===== src/rtl/mc_pkg.sv =====
// Shared definitions for the multi-cycle sequencer: state encodings, default
// parameter values and the retire-destination rule.
package mc_pkg;

    typedef enum logic [2:0] {
        S_IDLE   = 3'd0,
        S_FETCH  = 3'd1,
        S_DECODE = 3'd2,
        S_EXEC   = 3'd3,
        S_MEM    = 3'd4,
        S_WB     = 3'd5,
        S_HALT   = 3'd6,
        S_ERR    = 3'd7
    } state_t;

    localparam int DEF_TIMEOUT = 255;
    localparam int DEF_CNT_W   = 32;

    // Where an instruction goes after its retire cycle.
    function automatic state_t retire_next(input logic sys, input logic run_en);
        if (sys) return S_HALT;
        return run_en ? S_FETCH : S_IDLE;
    endfunction

endpackage


===== src/rtl/mem_wait_timer.sv =====
// Counts consecutive unacknowledged memory-request cycles and flags the cycle
// in which the wait limit is reached; a limit of 0 never expires.
module mem_wait_timer #(
    parameter int TIMEOUT = 255
) (
    input  logic clk,
    input  logic rst,
    input  logic start,
    input  logic active,
    input  logic ack,
    output logic expired
);

    localparam int W = (TIMEOUT > 1) ? $clog2(TIMEOUT + 1) : 1;
    localparam logic [W-1:0] LAST = (TIMEOUT > 0) ? W'(TIMEOUT - 1) : '0;

    logic [W-1:0] cnt;
    logic [W-1:0] cur;

    // start marks the first cycle of a request, so a stale count is never seen.
    assign cur = start ? '0 : cnt;

    always_comb begin
        expired = (TIMEOUT != 0) && active && !ack && (cur == LAST);
    end

    always_ff @(posedge clk) begin
        if (rst) begin
            cnt <= '0;
        end else if (active && !ack) begin
            cnt <= cur + W'(1);
        end else begin
            cnt <= '0;
        end
    end

endmodule


===== src/rtl/mc_sequencer.sv =====
// Multi-cycle instruction sequencer: steps FETCH/DECODE/EXEC/MEM/WB, drives the
// datapath strobes, counts retired instructions and owns HALT and ERR.
module mc_sequencer
    import mc_pkg::*;
#(
    parameter int TIMEOUT = DEF_TIMEOUT,
    parameter int CNT_W   = DEF_CNT_W
) (
    input  logic             clk,
    input  logic             rst,
    input  logic             run_en,
    input  logic             resume,
    input  logic             reg_we,
    input  logic             mem_we,
    input  logic             mem_to_reg,
    input  logic             sys,
    input  logic             mem_ack,
    output logic             mem_req,
    output logic             mem_wr,
    output logic             addr_sel,
    output logic             ir_we,
    output logic             pc_we,
    output logic             rf_we,
    output logic             halted,
    output logic             err,
    output logic [2:0]       state,
    output logic [CNT_W-1:0] instr_cnt
);

    state_t cur_state;
    logic   entry;
    logic   expired;
    logic   retire;

    mem_wait_timer #(.TIMEOUT(TIMEOUT)) u_timer (
        .clk     (clk),
        .rst     (rst),
        .start   (entry),
        .active  (mem_req),
        .ack     (mem_ack),
        .expired (expired)
    );

    always_comb begin
        retire = 1'b0;
        case (cur_state)
            S_EXEC:  retire = !(mem_we || mem_to_reg) && !reg_we;
            S_MEM:   retire = mem_ack && !mem_to_reg;
            S_WB:    retire = 1'b1;
            default: retire = 1'b0;
        endcase
    end

    always_comb begin
        mem_req  = (cur_state == S_FETCH) || (cur_state == S_MEM);
        mem_wr   = (cur_state == S_MEM) && mem_we;
        addr_sel = (cur_state == S_MEM);
        ir_we    = (cur_state == S_FETCH) && mem_ack;
        pc_we    = retire;
        rf_we    = (cur_state == S_WB) && reg_we;
        halted   = (cur_state == S_HALT);
        err      = (cur_state == S_ERR);
    end

    assign state = cur_state;

    // entry is high during the first cycle of every FETCH/MEM visit.
    always_ff @(posedge clk) begin
        if (rst) begin
            cur_state <= S_IDLE;
            entry     <= 1'b0;
            instr_cnt <= '0;
        end else begin
            entry <= 1'b0;
            if (retire) instr_cnt <= instr_cnt + CNT_W'(1);
            case (cur_state)
                S_IDLE: begin
                    if (run_en) begin
                        cur_state <= S_FETCH;
                        entry     <= 1'b1;
                    end
                end
                S_FETCH: begin
                    if (mem_ack)      cur_state <= S_DECODE;
                    else if (expired) cur_state <= S_ERR;
                end
                S_DECODE: cur_state <= S_EXEC;
                S_EXEC: begin
                    if (mem_we || mem_to_reg) begin
                        cur_state <= S_MEM;
                        entry     <= 1'b1;
                    end else if (reg_we) begin
                        cur_state <= S_WB;
                    end else begin
                        cur_state <= retire_next(sys, run_en);
                        entry     <= run_en && !sys;
                    end
                end
                S_MEM: begin
                    if (mem_ack) begin
                        if (mem_to_reg) begin
                            cur_state <= S_WB;
                        end else begin
                            cur_state <= retire_next(sys, run_en);
                            entry     <= run_en && !sys;
                        end
                    end else if (expired) begin
                        cur_state <= S_ERR;
                    end
                end
                S_WB: begin
                    cur_state <= retire_next(sys, run_en);
                    entry     <= run_en && !sys;
                end
                S_HALT: begin
                    if (resume) begin
                        cur_state <= run_en ? S_FETCH : S_IDLE;
                        entry     <= run_en;
                    end
                end
                default: cur_state <= S_ERR;
            endcase
        end
    end

endmodule


===== config.mk =====
export PLATFORM = sky130hd
export DESIGN_NAME = mc_sequencer
export DESIGN_NICKNAME = d
export VERILOG_FILES = /design/src/rtl/mc_pkg.sv /design/src/rtl/mem_wait_timer.sv /design/src/rtl/mc_sequencer.sv
export SDC_FILE = /design/constraint.sdc
export NUM_CORES = 1
export LEC_CHECK = 0
export CAP_MARGIN = 5
export CORE_ASPECT_RATIO = 0.6
export CORE_MARGIN = 2
export CORE_UTILIZATION = 33
export CTS_BUF_LIST = sky130_fd_sc_hd__clkbuf_16
export DETAILED_ROUTE_END_ITERATION = 8
export PLACE_DENSITY_LB_ADDON = 0.12
export SETUP_SLACK_MARGIN = 0.02
export SLEW_MARGIN = 0
export SYNTH_ARGS = -nofsm -noshare
export SYNTH_HDL_FRONTEND = slang
export SYNTH_SLANG_ARGS = --single-unit

===== constraint.sdc =====
create_clock -name clk -period 2.3 [get_ports clk]
set_input_delay 0.575 -clock clk [delete_from_list [all_inputs] [get_ports clk]]
set_output_delay 0.575 -clock clk [all_outputs]
set_load 0.1 [all_outputs]

==> run_results.csv, run 1 <==
group,metric,value,unit
outcome,status,"finished clean",
global_routing,grt_pass1_wl,11230,microns
placement,place_ws,-138.3,ps
route,routed_via_density,4.944,
logic_synthesis,yosysUniqueCellTypes,48,
clocking,cts_tree,"yes",
route,first_iter_violations,213,
global_routing,grt_start_max_net_pins,24,
layout,area_delta_synth_final,38.30,%
worst_hold_path,hp-class,"reg -> reg",
timing,hold_viol_final,0,
clocking,clk_latency,300,ps
timing,fmaxAchievable,0.4466,GHz
placement,gp_congestion,0.8092,
timing,fin_ws,61.10,ps
setup_path,crit_fanout,2,
placement,place_area,3432,sq um
layout,final_nets,369,
pwr,p_leak,0.001220,uW
route,avgRoutedWirePerCell,14.52,microns
timing,maxSlewHeadroom,0.6386,
route,dr.pass1.iters,4,
setup_path,crit_required,1730,ps
setup_path,worst-setup-path-type,"in -> out",
setup_path,crit_top_cell,"nand2_2",
clocking,cts_made_buffers,5,
route,wl_met2,2531,microns
logic_synthesis,synth-seq-cells,44,
floorplan,initial_utilization,0.3371,
setup_path,start_kind,"input pin",
logic_synthesis,yosys.area.top_type_share,0.3341,
logic_synthesis,ys.flop_type,"dfxtp_1",
logic_synthesis,postSynthCellCount,295,
setup_path,critPathMaxStageDelay,440,ps
floorplan,fp.dieArea,8744,sq um
floorplan,chipWidth,119.4,microns
logic_synthesis,synth_area,2636,sq um
logic_synthesis,synth_area_leaders,"dfxtp_1, xnor2_1, a2111oi_2, a2111oi_4, nor2_1",
timing,clock_skew,8.552,ps
logic_synthesis,syn_nets,307,
floorplan,chipHeight,73.24,microns
route,wl_met3,382,microns
global_routing,grt_antenna_before_repair,0,
logic_synthesis,synth-warning-count,0,
timing,finalCritPeriodShare,0.9734,
pwr,peakVddDrop,0.9636,mV
timing,setup_viol_count_final,0,
logic_synthesis,syn_avg_cell_area,8.937,sq um
placement,post-dp-hpwl,4963,microns
route,wl_met1,3790,microns
layout,instances_no_fill,466,
logic_synthesis,synth-async-reset-ratio,0,
setup_path,cp.buffers_inverters,2,
setup_path,crit_family,"buffers and inverters",
run,drv_cap,0,
clocking,clock-root-buffer,"clkbuf_16",
route,ant_nets,0,
global_routing,grt_pass1_vias,2160,
floorplan,rows,25,
route,wl,6764,microns
setup_path,crit_arrival,1660,ps
logic_synthesis,synth_edf_count,0,
timing,post-route-min-period,2239,ps
setup_path,cp_slowest_cell,"clkdlybuf4s50_1",
pwr,powerDensity,866.4,nW/um^2
setup_path,worst_setup_path_end_kind,"primary output",
global_routing,gr-usage-all-layers,0.1647,
timing,slew_violations,0,
logic_synthesis,yosysSeqAreaShare,0.3341,
clocking,clk_pin_slew,60,ps
layout,antenna_cells,0,
layout,final_util,0.4662,
layout,drive_above_1_share,0.3855,
clocking,cts.sinks,44,
route,post-route-drc-count,0,
global_routing,grt_overflow,0,
layout,final_area,3646,sq um
clocking,clockBufferDepth,2,
clocking,ctsHoldBuffers,0,
route,dr_total_vias,2304,
route,top_layer,"met4",
logic_synthesis,synth.largest_area_cell,"dfxtp_1",
clocking,h-tree-depth,2,
floorplan,ios,52,
placement,numPortBuffers,51,
floorplan,core_area,7820,sq um
placement,dpl.cell_count,454,
timing,worst_pin_slew,538.0,ps
setup_path,crit_chain,"clkdlybuf4s50_1, nor3_2, nand2_2, nand2_2, buf_12",
timing,rsz0062_at_grt,"no",
-- final timing paths --
| kind | slack (ps) | start | cells past startpoint | end |
|---|---|---|---|---|
| worst max-delay path | 60 | mem_we | 5 | pc_we |
| worst min-delay path | 500 | instr_cnt[1] | 2 | instr_cnt[1] |
| worst max register to register | 410 | state[1] | 7 | instr_cnt[20] |
| worst min register to register | 500 | instr_cnt[1] | 2 | instr_cnt[1] |
-- through the flow --
stage | power (uW) | setup TNS (ps) | hold WS [ps]
2_1_floorplan | 1898 | -388.6 | 513.7
3_3_place_gp | 2316 | -1428 | 489.0
3_5_place_dp | 2313 | -2578 | 493.3
4_1_cts | 3181 | 0 | 508.0
5_1_grt | 3277 | 0 | 545.6
6_report | 3159 | 0 | 503.7
-- layer usage --
| metal | up-vias | global-route usage |
|---|---|---|
| met5 | - | 0 |
| met4 | 0 | 0.04706 |
| met3 | 4 | 0.04844 |
| met1 | 1056 | 0.2552 |
| li1 | 1186 | - |
| met2 | 58 | 0.2139 |
-- what timing repair did --
action | CTS | global route
setup buffers | 4 | 0
setup endpoints to repair | 1 | 0
resized for setup | 5 | 0
-- layout by cell type (no fill, tap or decap), drive strengths merged, types with 2 or more instances in the layout --
cell,synthesis,final
a2111oi,19,19
a211oi,6,6
a21oi,9,9
and3,9,9
and4,4,4
buf,12,66
clkbuf,7,5
clkdlybuf4s50,0,7
dfxtp,44,44
ha,3,3
inv,9,10
nand2,21,21
nand2b,5,5
nand3,17,17
nand4,8,8
nor2,42,42
nor2b,8,8
nor3,7,7
o21ai,8,8
o31a,2,2
or4,4,4
xnor2,33,33
xor2,2,2
-- cell type report --
cell class              instances  area [sq um]
well taps                     108         135.1
repair buffers                 74         703.2
flip-flops and latches         44         922.1
clock buffers                   5         125.1
inverters                       9         33.78
multi-input cells             223          1680
clock inverters                 3         46.29
fillers                       771          4174
-- registers in the layout, summed over array words and instances (netlist names) --
register / flops
instr_cnt: 32
u_timer.cnt: 8
state: 3
entry: 1
-- worst reg2reg max path: cells and delay by family (launching register included) --
family                 cells  cell delay [ps]
AO/OA/AOI/OAI              1              420
buffers and inverters      2              330
flip-flops                 1              470
AND/OR/NAND/NOR            3              390
XOR/XNOR                   1              170
-- cell usage after synthesis (2+ instances only) --
cell and instances:
dfxtp_1 44, nor2_1 42, xnor2_1 33, nand2_1 21, nand3_1 15, a2111oi_2 13
a21oi_1 9, inv_1 9, and3_1 8, nand4_1 8, nor2b_1 8, clkbuf_1 7
o21ai_0 7, a2111oi_4 6, a211oi_1 6, nor3_1 6, buf_2 5, nand2b_1 5
and4_1 4, buf_1 3, ha_1 3, or4_1 3, buf_4 2, buf_6 2
o31a_1 2, xor2_1 2
-- power by group --
group | switching, uW | internal [uW] | total (uW)
clock | 328 | 517 | 845
combinational | 893 | 452 | 1350
sequential | 145 | 824 | 969
-- logic make-up after synthesis --
kind of cell,after synthesis,share of synthesized area
adder cells (fa/ha/maj),3,0.01424
flip-flops,44,0.3341
XOR/XNOR,35,0.1163
AND/OR/NAND/NOR,130,0.2558
buffers and inverters,28,0.05078
AO/OA/AOI/OAI,54,0.2245
multiplexers,1,0.004271
(Power assumes the default switching activity.)
==> run 2, diff against run 1 <==
- CELL_PAD_IN_SITES_DETAIL_PLACEMENT: unset -> 1
- CELL_PAD_IN_SITES_GLOBAL_PLACEMENT: unset -> 2
- CORE_UTILIZATION: 33 -> 31
- CTS_CLUSTER_SIZE: unset -> 16
- SKIP_CTS_REPAIR_TIMING: unset -> 1
==> run_results.csv, run 2 (same netlist as run 1, synthesis figures left out) <==
group,metric,value,unit
layout,antenna_cells,0,
setup_path,crit_arrival,1630,ps
timing,clock_skew,4.199,ps
route,ant_nets,0,
route,avgRoutedWirePerCell,16.44,microns
layout,final_cell_mix,"buf_4, nor2_1, xnor2_1",
run,drv_cap,0,
timing,tns,0,ps
clocking,h-tree-depth,2,
route,routed_via_density,5.109,
timing,fmaxAchievable,0.4544,GHz
timing,finalCritPeriodShare,0.9569,
floorplan,ios,52,
global_routing,grt_overflow,0,
layout,final_nets,369,
global_routing,grt_antenna_before_repair,0,
floorplan,chipWidth,123.1,microns
clocking,cts_made_buffers,5,
setup_path,crit_chain,"clkdlybuf4s50_1, nor2b_4, o21ai_4, nand2_4, buf_12",
clocking,clock-root-buffer,"clkbuf_16",
layout,layout_commonest_cell,"buf_4",
route,dr.pass1.iters,4,
timing,worst_pin_slew,568.1,ps
clocking,clk_latency,290,ps
placement,post-dp-hpwl,5614,microns
placement,gp_congestion,0.7745,
layout,drive_above_1_share,0.3827,
setup_path,crit_required,1730,ps
setup_path,crit_fanout,4,
clocking,clockBufferDepth,2,
setup_path,start_kind,"input pin",
floorplan,chipHeight,75.43,microns
pwr,finalPower,3041,uW
layout,register_area,922.1,sq um
route,first_iter_violations,113,
timing,slew_violations,0,
worst_hold_path,hp-class,"reg -> reg",
floorplan,rows,25,
setup_path,cp_slowest_cell,"clkdlybuf4s50_1",
floorplan,core_area,8070,sq um
floorplan,initial_utilization,0.3267,
timing,post-route-min-period,2201,ps
setup_path,critPathMaxStageDelay,480,ps
timing,hold_viol_final,0,
route,dr_total_vias,2381,
pwr,peakVddDrop,0.8252,mV
clocking,cts.sinks,44,
global_routing,gr-usage-all-layers,0.1772,
route,wl,7662,microns
route,post-route-drc-count,0,
clocking,cts_tree,"yes",
global_routing,grt_pass1_vias,2343,
global_routing,grt_start_max_net_pins,38,
timing,setup_viol_count_final,0,
setup_path,worst_setup_path_end_kind,"primary output",
timing,maxSlewHeadroom,0.6183,
layout,multi_input_area,1685,sq um
layout,fill_cells,926,
global_routing,grt_pass1_wl,12610,microns
pwr,powerDensity,838.2,nW/um^2
layout,largest_reg_flops,32,
placement,numPortBuffers,51,
clocking,clk_pin_slew,60,ps
floorplan,fp.dieArea,9282,sq um
timing,rsz0062_at_grt,"no",
outcome,status,"finished clean",
setup_path,worst-setup-path-type,"in -> out",
layout,top_register,"instr_cnt",
layout,area_delta_synth_final,37.59,%
pwr,p_leak,0.001227,uW
[run 2: metal layers]
metal  wire (microns)  track usage
met5                0            0
met4               73      0.04545
met3              282      0.03743
met2             3012       0.2462
met1             4294       0.2736
[run 2: path summary, 6_finish.rpt]
kind / cells past startpoint / to / slack (ps) / from
setup / recovery: 5 / pc_we / 100 / mem_ack
hold / removal: 2 / instr_cnt[7] / 520 / instr_cnt[7]
setup reg to reg: 7 / instr_cnt[21] / 350 / state[1]
hold reg to reg: 2 / instr_cnt[7] / 520 / instr_cnt[7]
[run 2: area by class of cell]
type | count | share of cell area
multi-input combinational | 223 | 0.4646
clock buffer | 5 | 0.03449
timing repair buffer | 74 | 0.1952
tap | 108 | 0.03725
clock inverter | 3 | 0.004829
inverter | 9 | 0.009314
sequential | 44 | 0.2542
[run 2: report_power, final]
group / total (uW) / switching, uW / internal (uW)
Clock: 722 / 322 / 400
Sequential: 976 / 152 / 824
Combinational: 1340 / 903 / 440
[run 2: stage by stage]
step	utilization	worst slack, ps	area, sq um	hold WS (ps)	std cells
6_report	0.4495	99.15	3627	517.4	466
3_5_place_dp	0.4256	-279.6	3435	510.6	456
2_1_floorplan	-	-388.6	2723	513.7	295
4_1_cts	0.4433	-212.7	3577	522.7	464
5_1_grt	0.4495	30.07	3627	536.1	466
3_3_place_gp	0.4256	-160.3	3435	494.0	456
[run 2: worst max-delay path, delay by kind of cell]
family          cells  cell delay [ps]
compound gates      1               90
buf+inv             2              660
simple gates        2              310
==> run 3, diff against run 2 <==
- CTS_BUF_LIST: sky130_fd_sc_hd__clkbuf_16 -> sky130_fd_sc_hd__clkbuf_4 sky130_fd_sc_hd__clkbuf_8 sky130_fd_sc_hd__clkbuf_16
==> run_results.csv, run 3 (same netlist as run 1, synthesis figures left out) <==
group,metric,value,unit
setup_path,crit_fanout,4,
placement,numPortBuffers,51,
placement,post-dp-hpwl,5614,microns
layout,area_delta_synth_final,39.53,%
clocking,cts_tree,"yes",
timing,fmaxAchievable,0.4530,GHz
route,first_iter_violations,122,
pwr,combPwrFrac,0.438,
global_routing,grt_pass1_wl,12500,microns
timing,worst_pin_slew,540.1,ps
clocking,clk_latency,290,ps
floorplan,rows,25,
layout,top_register,"instr_cnt",
pwr,p_leak,0.001233,uW
layout,final_cell_mix,"buf_4, nor2_1, xnor2_1",
placement,gp_congestion,0.7745,
layout,final_nets,369,
route,dr.pass1.iters,4,
pwr,swShare,0.4490,
floorplan,core_area,8070,sq um
setup_path,crit_family,"buffers and inverters",
pwr,powerDensity,838.0,nW/um^2
setup_path,crit_required,1730,ps
timing,slew_violations,0,
layout,drive_above_1_share,0.3883,
timing,post-route-min-period,2208,ps
timing,rsz0062_at_grt,"no",
setup_path,start_kind,"input pin",
pwr,p_switching,1384,uW
timing,maxSlewHeadroom,0.6371,
route,avgRoutedWirePerCell,16.29,microns
setup_path,crit_chain,"clkdlybuf4s50_1, nor2b_4, o21ai_4, nand2_4, buf_12",
pwr,clock_power_share,0.246,
floorplan,fp.dieArea,9282,sq um
worst_hold_path,hp-class,"reg -> reg",
global_routing,gr-usage-all-layers,0.1750,
clocking,clockBufferDepth,2,
pwr,p_int,1699,uW
setup_path,worst-setup-path-type,"in -> out",
global_routing,grt_antenna_before_repair,0,
timing,fin_ws,92.36,ps
timing,hold_viol_final,0,
placement,place_ws,-279.6,ps
route,dr_total_vias,2386,
layout,layout_commonest_cell,"buf_4",
pwr,p_seq_frac,0.317,
clocking,cts_made_buffers,5,
setup_path,cp_slowest_cell,"clkdlybuf4s50_1",
global_routing,grt_start_max_net_pins,38,
clocking,clk_pin_slew,60,ps
layout,largest_reg_flops,32,
route,ant_nets,0,
route,post-route-drc-count,0,
layout,antenna_cells,0,
global_routing,grt_overflow,0,
clocking,clock-root-buffer,"clkbuf_16",
setup_path,critPathMaxStageDelay,480,ps
run,drv_cap,0,
outcome,status,"finished clean",
timing,setup_viol_count_final,0,
floorplan,ios,52,
floorplan,initial_utilization,0.3267,
global_routing,grt_pass1_vias,2323,
pwr,peakVddDrop,0.8241,mV
setup_path,cp.buffers_inverters,2,
setup_path,crit_arrival,1630,ps
timing,clock_skew,3.884,ps
timing,finalCritPeriodShare,0.9598,
floorplan,chipWidth,123.1,microns
clocking,cts.sinks,44,
setup_path,worst_setup_path_end_kind,"primary output",
route,wl,7590,microns
timing,hold_ws,517.8,ps
clocking,h-tree-depth,2,
floorplan,chipHeight,75.43,microns
route,routed_via_density,5.120,
run 3: cell count changes in the layout (fill, tap and decap cells not counted), sizes merged:
cell and delta:
clkbuf +1, clkinv -1
run 3: path summary, 6_finish.rpt:
path / cells after the start / startpoint / to / slack, ps
worst max-delay path: 5 / mem_ack / pc_we / 90
worst max register to register: 7 / state[1] / instr_cnt[21] / 350
worst min-delay path: 2 / instr_cnt[7] / instr_cnt[7] / 520
worst min register to register: 2 / instr_cnt[7] / instr_cnt[7] / 520
run 3: layout make-up:
class,instances,area [sq um]
Timing Repair Buffer,74,708.2
Inverter,9,33.78
Clock inverter,2,13.76
Multi-Input combinational cell,223,1727
Fill cell,921,4392
Sequential cell,44,922.1
Tap cell,108,135.1
Clock buffer,6,138.9
run 3: worst register-to-register path: cells and delay by family (launching register included):
kind / cells / cell delay [ps]
flops: 1 / 470
compound gates: 1 / 440
simple gates: 3 / 430
buf+inv: 2 / 340
xor+xnor: 1 / 170
run 3: metrics by stage:
stage	utilization	cells	TNS (ps)	cell area, sq um	power, uW
after floorplan	-	295	-388.6	2723	1898
after global placement	0.4256	456	-3060	3435	2318
after detailed placement	0.4256	456	-5262	3435	2321
after CTS	0.4445	464	-212.7	3587	3080
after global routing	0.4558	466	0	3679	3215
final	0.4558	466	0	3679	3083
run 3: power by group through the flow:
stage                     combinational, uW  clock (uW)  sequential [uW]
after floorplan                         768           0             1130
after global placement                 1330           0              992
after detailed placement               1330           0              994
after CTS                              1330         773              975
after global routing                   1410         806              995
final                                  1350         758              976
run 3: layer usage:
layer,GRT usage,vias up,wire length [microns]
met4,0.03788,0,50
met2,0.2437,37,2949
met5,0,-,0
met3,0.03743,4,273
li1,-,1184,-
met1,0.2719,1161,4317
